--- src/rtl/load_store_unit.sv ---
// Sub-word load/store sequencer between the datapath and a word-wide memory.
// Optional misalignment trapping is enabled by defining LSU_MISALIGN_TRAP_EN.
module load_store_unit #(
    parameter int DATA_WIDTH = 32,
    parameter int ADDR_WIDTH = 8
) (
    input  logic                  clk,
    input  logic                  rst,
    input  logic                  req_valid,
    output logic                  req_ready,
    input  logic                  req_write,
    input  logic [1:0]            req_size,
    input  logic                  req_unsigned,
    input  logic [ADDR_WIDTH+1:0] req_addr,
    input  logic [DATA_WIDTH-1:0] req_wdata,
    output logic                  resp_valid,
    output logic [DATA_WIDTH-1:0] resp_rdata,
    output logic                  resp_err,
    output logic [ADDR_WIDTH-1:0] mem_addr,
    output logic [DATA_WIDTH-1:0] mem_wdata,
    output logic                  mem_we,
    input  logic [DATA_WIDTH-1:0] mem_rdata
);

    localparam logic [2:0] StIdle      = 3'd0;
    localparam logic [2:0] StRdIssue   = 3'd1;
    localparam logic [2:0] StRdCapture = 3'd2;
    localparam logic [2:0] StWr        = 3'd3;
    localparam logic [2:0] StDone      = 3'd4;

    logic [2:0]            state;
    logic                  lat_write;
    logic [1:0]            lat_size;
    logic                  lat_unsigned;
    logic [1:0]            lat_off;
    logic [15:0]           lat_wdata;

    logic [DATA_WIDTH-1:0] merged;
    logic [DATA_WIDTH-1:0] load_data;
    logic [7:0]            lane_byte;
    logic [15:0]           lane_half;

    assign req_ready = (state == StIdle) && !rst;

`ifdef LSU_MISALIGN_TRAP_EN
    logic misaligned;
    assign misaligned = ((req_size == 2'b01) && req_addr[0]) ||
                        (req_size[1] && (req_addr[1:0] != 2'b00));
`endif

    // Read word with the addressed lane(s) replaced by the latched store data.
    always_comb begin
        merged = mem_rdata;
        case (lat_size)
            2'b00:   merged[{lat_off, 3'b000} +: 8] = lat_wdata[7:0];
            2'b01:   merged[{lat_off[1], 4'b0000} +: 16] = lat_wdata[15:0];
            default: merged = mem_rdata;
        endcase
    end

    always_comb begin
        lane_byte = mem_rdata[{lat_off, 3'b000} +: 8];
        lane_half = mem_rdata[{lat_off[1], 4'b0000} +: 16];
        case (lat_size)
            2'b00:   load_data = {{(DATA_WIDTH-8){lane_byte[7] & ~lat_unsigned}}, lane_byte};
            2'b01:   load_data = {{(DATA_WIDTH-16){lane_half[15] & ~lat_unsigned}}, lane_half};
            default: load_data = mem_rdata;
        endcase
    end

    always_ff @(posedge clk) begin
        if (rst) begin
            state        <= StIdle;
            mem_we       <= 1'b0;
            mem_wdata    <= '0;
            mem_addr     <= '0;
            resp_valid   <= 1'b0;
            resp_rdata   <= '0;
            resp_err     <= 1'b0;
            lat_write    <= 1'b0;
            lat_size     <= 2'b00;
            lat_unsigned <= 1'b0;
            lat_off      <= 2'b00;
            lat_wdata    <= '0;
        end else begin
            case (state)
                StIdle: begin
                    if (req_valid) begin
                        lat_write    <= req_write;
                        lat_size     <= req_size;
                        lat_unsigned <= req_unsigned;
                        lat_off      <= req_addr[1:0];
                        lat_wdata    <= req_wdata[15:0];
                        mem_addr     <= req_addr[ADDR_WIDTH+1:2];
                        resp_rdata   <= '0;
                        mem_we       <= 1'b0;
`ifdef LSU_MISALIGN_TRAP_EN
                        if (misaligned) begin
                            resp_valid <= 1'b1;
                            resp_err   <= 1'b1;
                            state      <= StDone;
                        end else
`endif
                        if (req_write && req_size[1]) begin
                            mem_we    <= 1'b1;
                            mem_wdata <= req_wdata;
                            state     <= StWr;
                        end else begin
                            state <= StRdIssue;
                        end
                    end
                end
                StRdIssue: state <= StRdCapture;
                StRdCapture: begin
                    // Loads also pass through StWr so their response lines up with stores.
                    if (lat_write) begin
                        mem_wdata <= merged;
                        mem_we    <= 1'b1;
                    end else begin
                        resp_rdata <= load_data;
                    end
                    state <= StWr;
                end
                StWr: begin
                    mem_we     <= 1'b0;
                    resp_valid <= 1'b1;
                    state      <= StDone;
                end
                StDone: begin
                    resp_valid <= 1'b0;
                    resp_err   <= 1'b0;
                    state      <= StIdle;
                end
                default: state <= StIdle;
            endcase
        end
    end

endmodule

--- config.mk ---
export PLATFORM = sky130hd
export DESIGN_NAME = load_store_unit
export DESIGN_NICKNAME = d
export VERILOG_FILES = /design/src/rtl/load_store_unit.sv
export SDC_FILE = /design/constraint.sdc
export NUM_CORES = 1
export LEC_CHECK = 0
export BUFFER_PORTS_ARGS = -buffer_cell sky130_fd_sc_hd__buf_2
export CAP_MARGIN = 20
export CORE_MARGIN = 5
export CORE_UTILIZATION = 27
export CTS_BUF_LIST = sky130_fd_sc_hd__clkbuf_8
export CTS_CLUSTER_DIAMETER = 120
export DETAILED_ROUTE_END_ITERATION = 7
export HOLD_SLACK_MARGIN = 0.08
export PLACE_DENSITY = 0.52
export SYNTH_ARGS = -nofsm -noshare
export SYNTH_HDL_FRONTEND = slang
export SYNTH_SLANG_ARGS = --single-unit
--- constraint.sdc ---
create_clock -name clk -period 5.5 [get_ports clk]
set_clock_uncertainty 0.05 [all_clocks]
set_input_delay 1.1 -clock clk [delete_from_list [all_inputs] [get_ports clk]]
set_output_delay 1.1 -clock clk [all_outputs]
set_load 0.01 [all_outputs]
==> results.py <==
metrics = {
    "finish": {
        "antenna_cells": 0,
        "register_area_sq_mm": 0.00198,
        "final_net_count": 790,
        "fillCellCount": 2000,
        "multi_input_area_sq_mm": 0.00274,
        "syn_to_final_growth_pct": 21.1,
        "utilization_pct": 33.0,
        "proportion_of_layout_cells_with_a_drive_suffix_above_1_pct": 28.8,
    },
    "die": {
        "num_rows": 50,
        "ios": 157,
        "die_x_microns": 147,
        "floorplan.die_area_sq_mm": 0.0216,
        "floorplan.die.height_microns": 147,
        "fp.coreArea_sq_mm": 0.0186,
        "floorplan.initialDensity_pct": 27.2,
    },
    "clock_network": {
        "cts-buffers-inserted": 9,
        "cts-hold-fix-buffers": 0,
        "cts_tree": "yes",
        "cts-resized-gates": 0,
        "clock-root-buffer": "sky130_fd_sc_hd__clkbuf_8",
        "clk_pin_slew_ns": 0.09,
        "post_cts_buffers": 0,
        "clk_path_buf_depth": 2,
        "htree_levels": 3,
        "insertion_delay_ns": 0.39,
        "numClockSinks": 99,
    },
    "yosys": {
        "syn_avg_cell_area_sq_um": 8.71,
        "ys_ff_latch": 99,
        "synth_largest_area_cell": "sky130_fd_sc_hd__dfxtp_1",
        "ys_top_cells_by_count": "sky130_fd_sc_hd__dfxtp_1, sky130_fd_sc_hd__nand2_1, sky130_fd_sc_hd__a21oi_1, sky130_fd_sc_hd__a221oi_1, sky130_fd_sc_hd__o21ai_0",
        "netlist-cell-type-count": 55,
        "post_synth_inst_count": 581,
        "yosysWarnings": 0,
        "netlist.area_leader.share_pct": 39.1,
        "post-synth-top-count-cell": "sky130_fd_sc_hd__dfxtp_1",
        "synth_fp_nets": 667,
        "synth_area_leaders": "sky130_fd_sc_hd__dfxtp_1, sky130_fd_sc_hd__a221oi_1, sky130_fd_sc_hd__nand2_1",
        "synth_enable_flop_cells": 0,
        "synth_area_sq_mm": 0.00506,
        "synthFlopType": "sky130_fd_sc_hd__dfxtp_1",
        "synth.yosys.seq_area_share_pct": 39.1,
        "synth-async-reset-ratio_pct": 0,
    },
    "min_path": {
        "hold_path_class": "reg2reg",
    },
    "timing": {
        "setup_viol_count_final": 0,
        "post-route-period-util_pct": 53.8,
        "min_period_ns": 2.96,
        "finalHoldViolations": 0,
        "finalMaxSlewViolations": 0,
        "grt_setup_unrepaired": "no",
        "timing.slew.headroom_pct": 35.3,
        "clock.fmax_mhz": 338,
        "hold_ws_ns": 0.404,
        "final.setup.tns_ns": 0,
        "worst-slew-pin-transition_ns": 0.970,
    },
    "worst_setup_path": {
        "setup.worst_path.end_class": "output pin",
        "arrival_ns": 1.81,
        "timing.critical_path.from_type": "input pin",
        "path_class": "in2out",
        "cp.required_ns": 4.35,
        "worst-path-max-fanout": 21,
        "r2r_setup_slack_ns": 2.59,
    },
    "drt": {
        "detail_route.wirelength_microns": 19000,
        "routed_wire_length_per_instance_microns": 20.2,
        "drc": 0,
        "num_vias": 5076,
        "ant_nets": 0,
        "drt_first_iter_violations": 427,
        "firstDrtPassIters": 5,
        "route.detailed.vias_per_inst": 5.38,
    },
    "global_route": {
        "first_global_vias": 4793,
        "grt_max_degree": 41,
        "globalRoute.totalOverflow": 0,
        "grt_first_pass_wirelength_microns": 28700,
        "antenna_found_initial": 1,
        "grt_usage_pct": 17.0,
    },
    "flow_run": {
        "drv_cap": 0,
    },
    "power_and_ir_drop": {
        "leakage_nw": 2.62,
        "power.density_mw_per_mm2": 266,
        "irDropWorstVdd_uv": 115,
    },
    "placement": {
        "place.port_buffers": 155,
        "hpwl_microns": 14100,
        "globalplace.congestion": 0.846,
    },
    "status": {
        "result_of_the_run": "finished, final reports clean",
    },
}
## area by class of cell
type,count,area share [%]
clock buffer,9,2.02
clock inverter,7,0.755
inverter,18,1.10
multi-input combinational,409,44.8
sequential,99,32.3
tap,234,4.78
timing repair buffer,167,14.2
## power breakdown
group | switching, mW | internal (mW)
registers | 0.0468 | 0.766
clock network | 0.265 | 0.163
logic | 0.239 | 0.153
total | 0.551 | 1.08
## cells by family (layout without fill, tap and decap cells)
kind of cell | after synthesis | after routing | share of synthesized area [%]
other | 1 | 1 | 0.0741
AO/OA/AOI/OAI | 248 | 248 | 34.8
AND/OR/NAND/NOR | 137 | 137 | 12.3
flip-flops | 99 | 99 | 39.1
multiplexers | 18 | 18 | 5.78
buffers and inverters | 73 | 201 | 6.65
adder cells (fa/ha/maj) | 5 | 5 | 1.24
## critical path: stages
cell	delay, ns
sky130_fd_sc_hd__buf_2	0.23
sky130_fd_sc_hd__nor4_1	0.27
sky130_fd_sc_hd__buf_2	0.20
## worst paths after layout
| kind | start | to | cells after the start |
|---|---|---|---|
| worst max-delay path | rst | req_ready | 3 |
| worst min-delay path | resp_rdata[11] | resp_rdata[11] | 1 |
| worst max register to register | state[1] | resp_rdata[13] | 4 |
| worst min register to register | resp_rdata[11] | resp_rdata[11] | 1 |
## registers in the layout, summed over array words and instances (netlist names)
signal	flops
lat_unsigned	1
state	3
resp_valid	1
lat_wdata	16
mem_addr	8
resp_rdata	32
lat_write	1
mem_we	1
lat_size	2
lat_off	2
mem_wdata	32
## cell usage in the layout, fill, tap and decap left out, types with 8 or more instances in the layout
cell                        synthesis  layout
sky130_fd_sc_hd__a21o_1            27      27
sky130_fd_sc_hd__buf_4              4      11
sky130_fd_sc_hd__clkbuf_8           0       9
sky130_fd_sc_hd__o2bb2ai_1         29      29
sky130_fd_sc_hd__nand2_1           77      77
sky130_fd_sc_hd__a21oi_1           55      55
sky130_fd_sc_hd__a221oi_1          39      39
sky130_fd_sc_hd__nor2_1            28      28
sky130_fd_sc_hd__a22oi_1           16      16
sky130_fd_sc_hd__buf_2             11     155
sky130_fd_sc_hd__o21ai_0           37      37
sky130_fd_sc_hd__o22ai_1            8       8
sky130_fd_sc_hd__inv_1             18      19
sky130_fd_sc_hd__mux2_2            10      10
sky130_fd_sc_hd__dfxtp_1           99      99
sky130_fd_sc_hd__mux4_2             8       8
## metal layers
layer | share of wire [%] | wire [microns] | vias up | global-route usage (%)
li1 | - | - | 2426 | -
met1 | 45 | 8630 | 2415 | 23.8
met2 | 45 | 8620 | 209 | 26.1
met3 | 7.6 | 1440 | 24 | 4.32
met4 | 1.6 | 301 | 2 | 4.33
met5 | 0.037 | 7 | - | 0
## per-stage QoR
stage / instances / setup WS [ns] / cell area (sq um) / power [mW]
floorplan: 581 / 2.68 / 5060 / 1.06
detailed placement: 926 / 2.36 / 5940 / 1.22
global placement: 926 / 2.40 / 5940 / 1.22
CTS: 942 / 2.48 / 6110 / 1.65
global route: 943 / 2.31 / 6130 / 1.72
finish: 943 / 2.54 / 6130 / 1.63
Note: power is estimated with default switching activity, not from simulation.
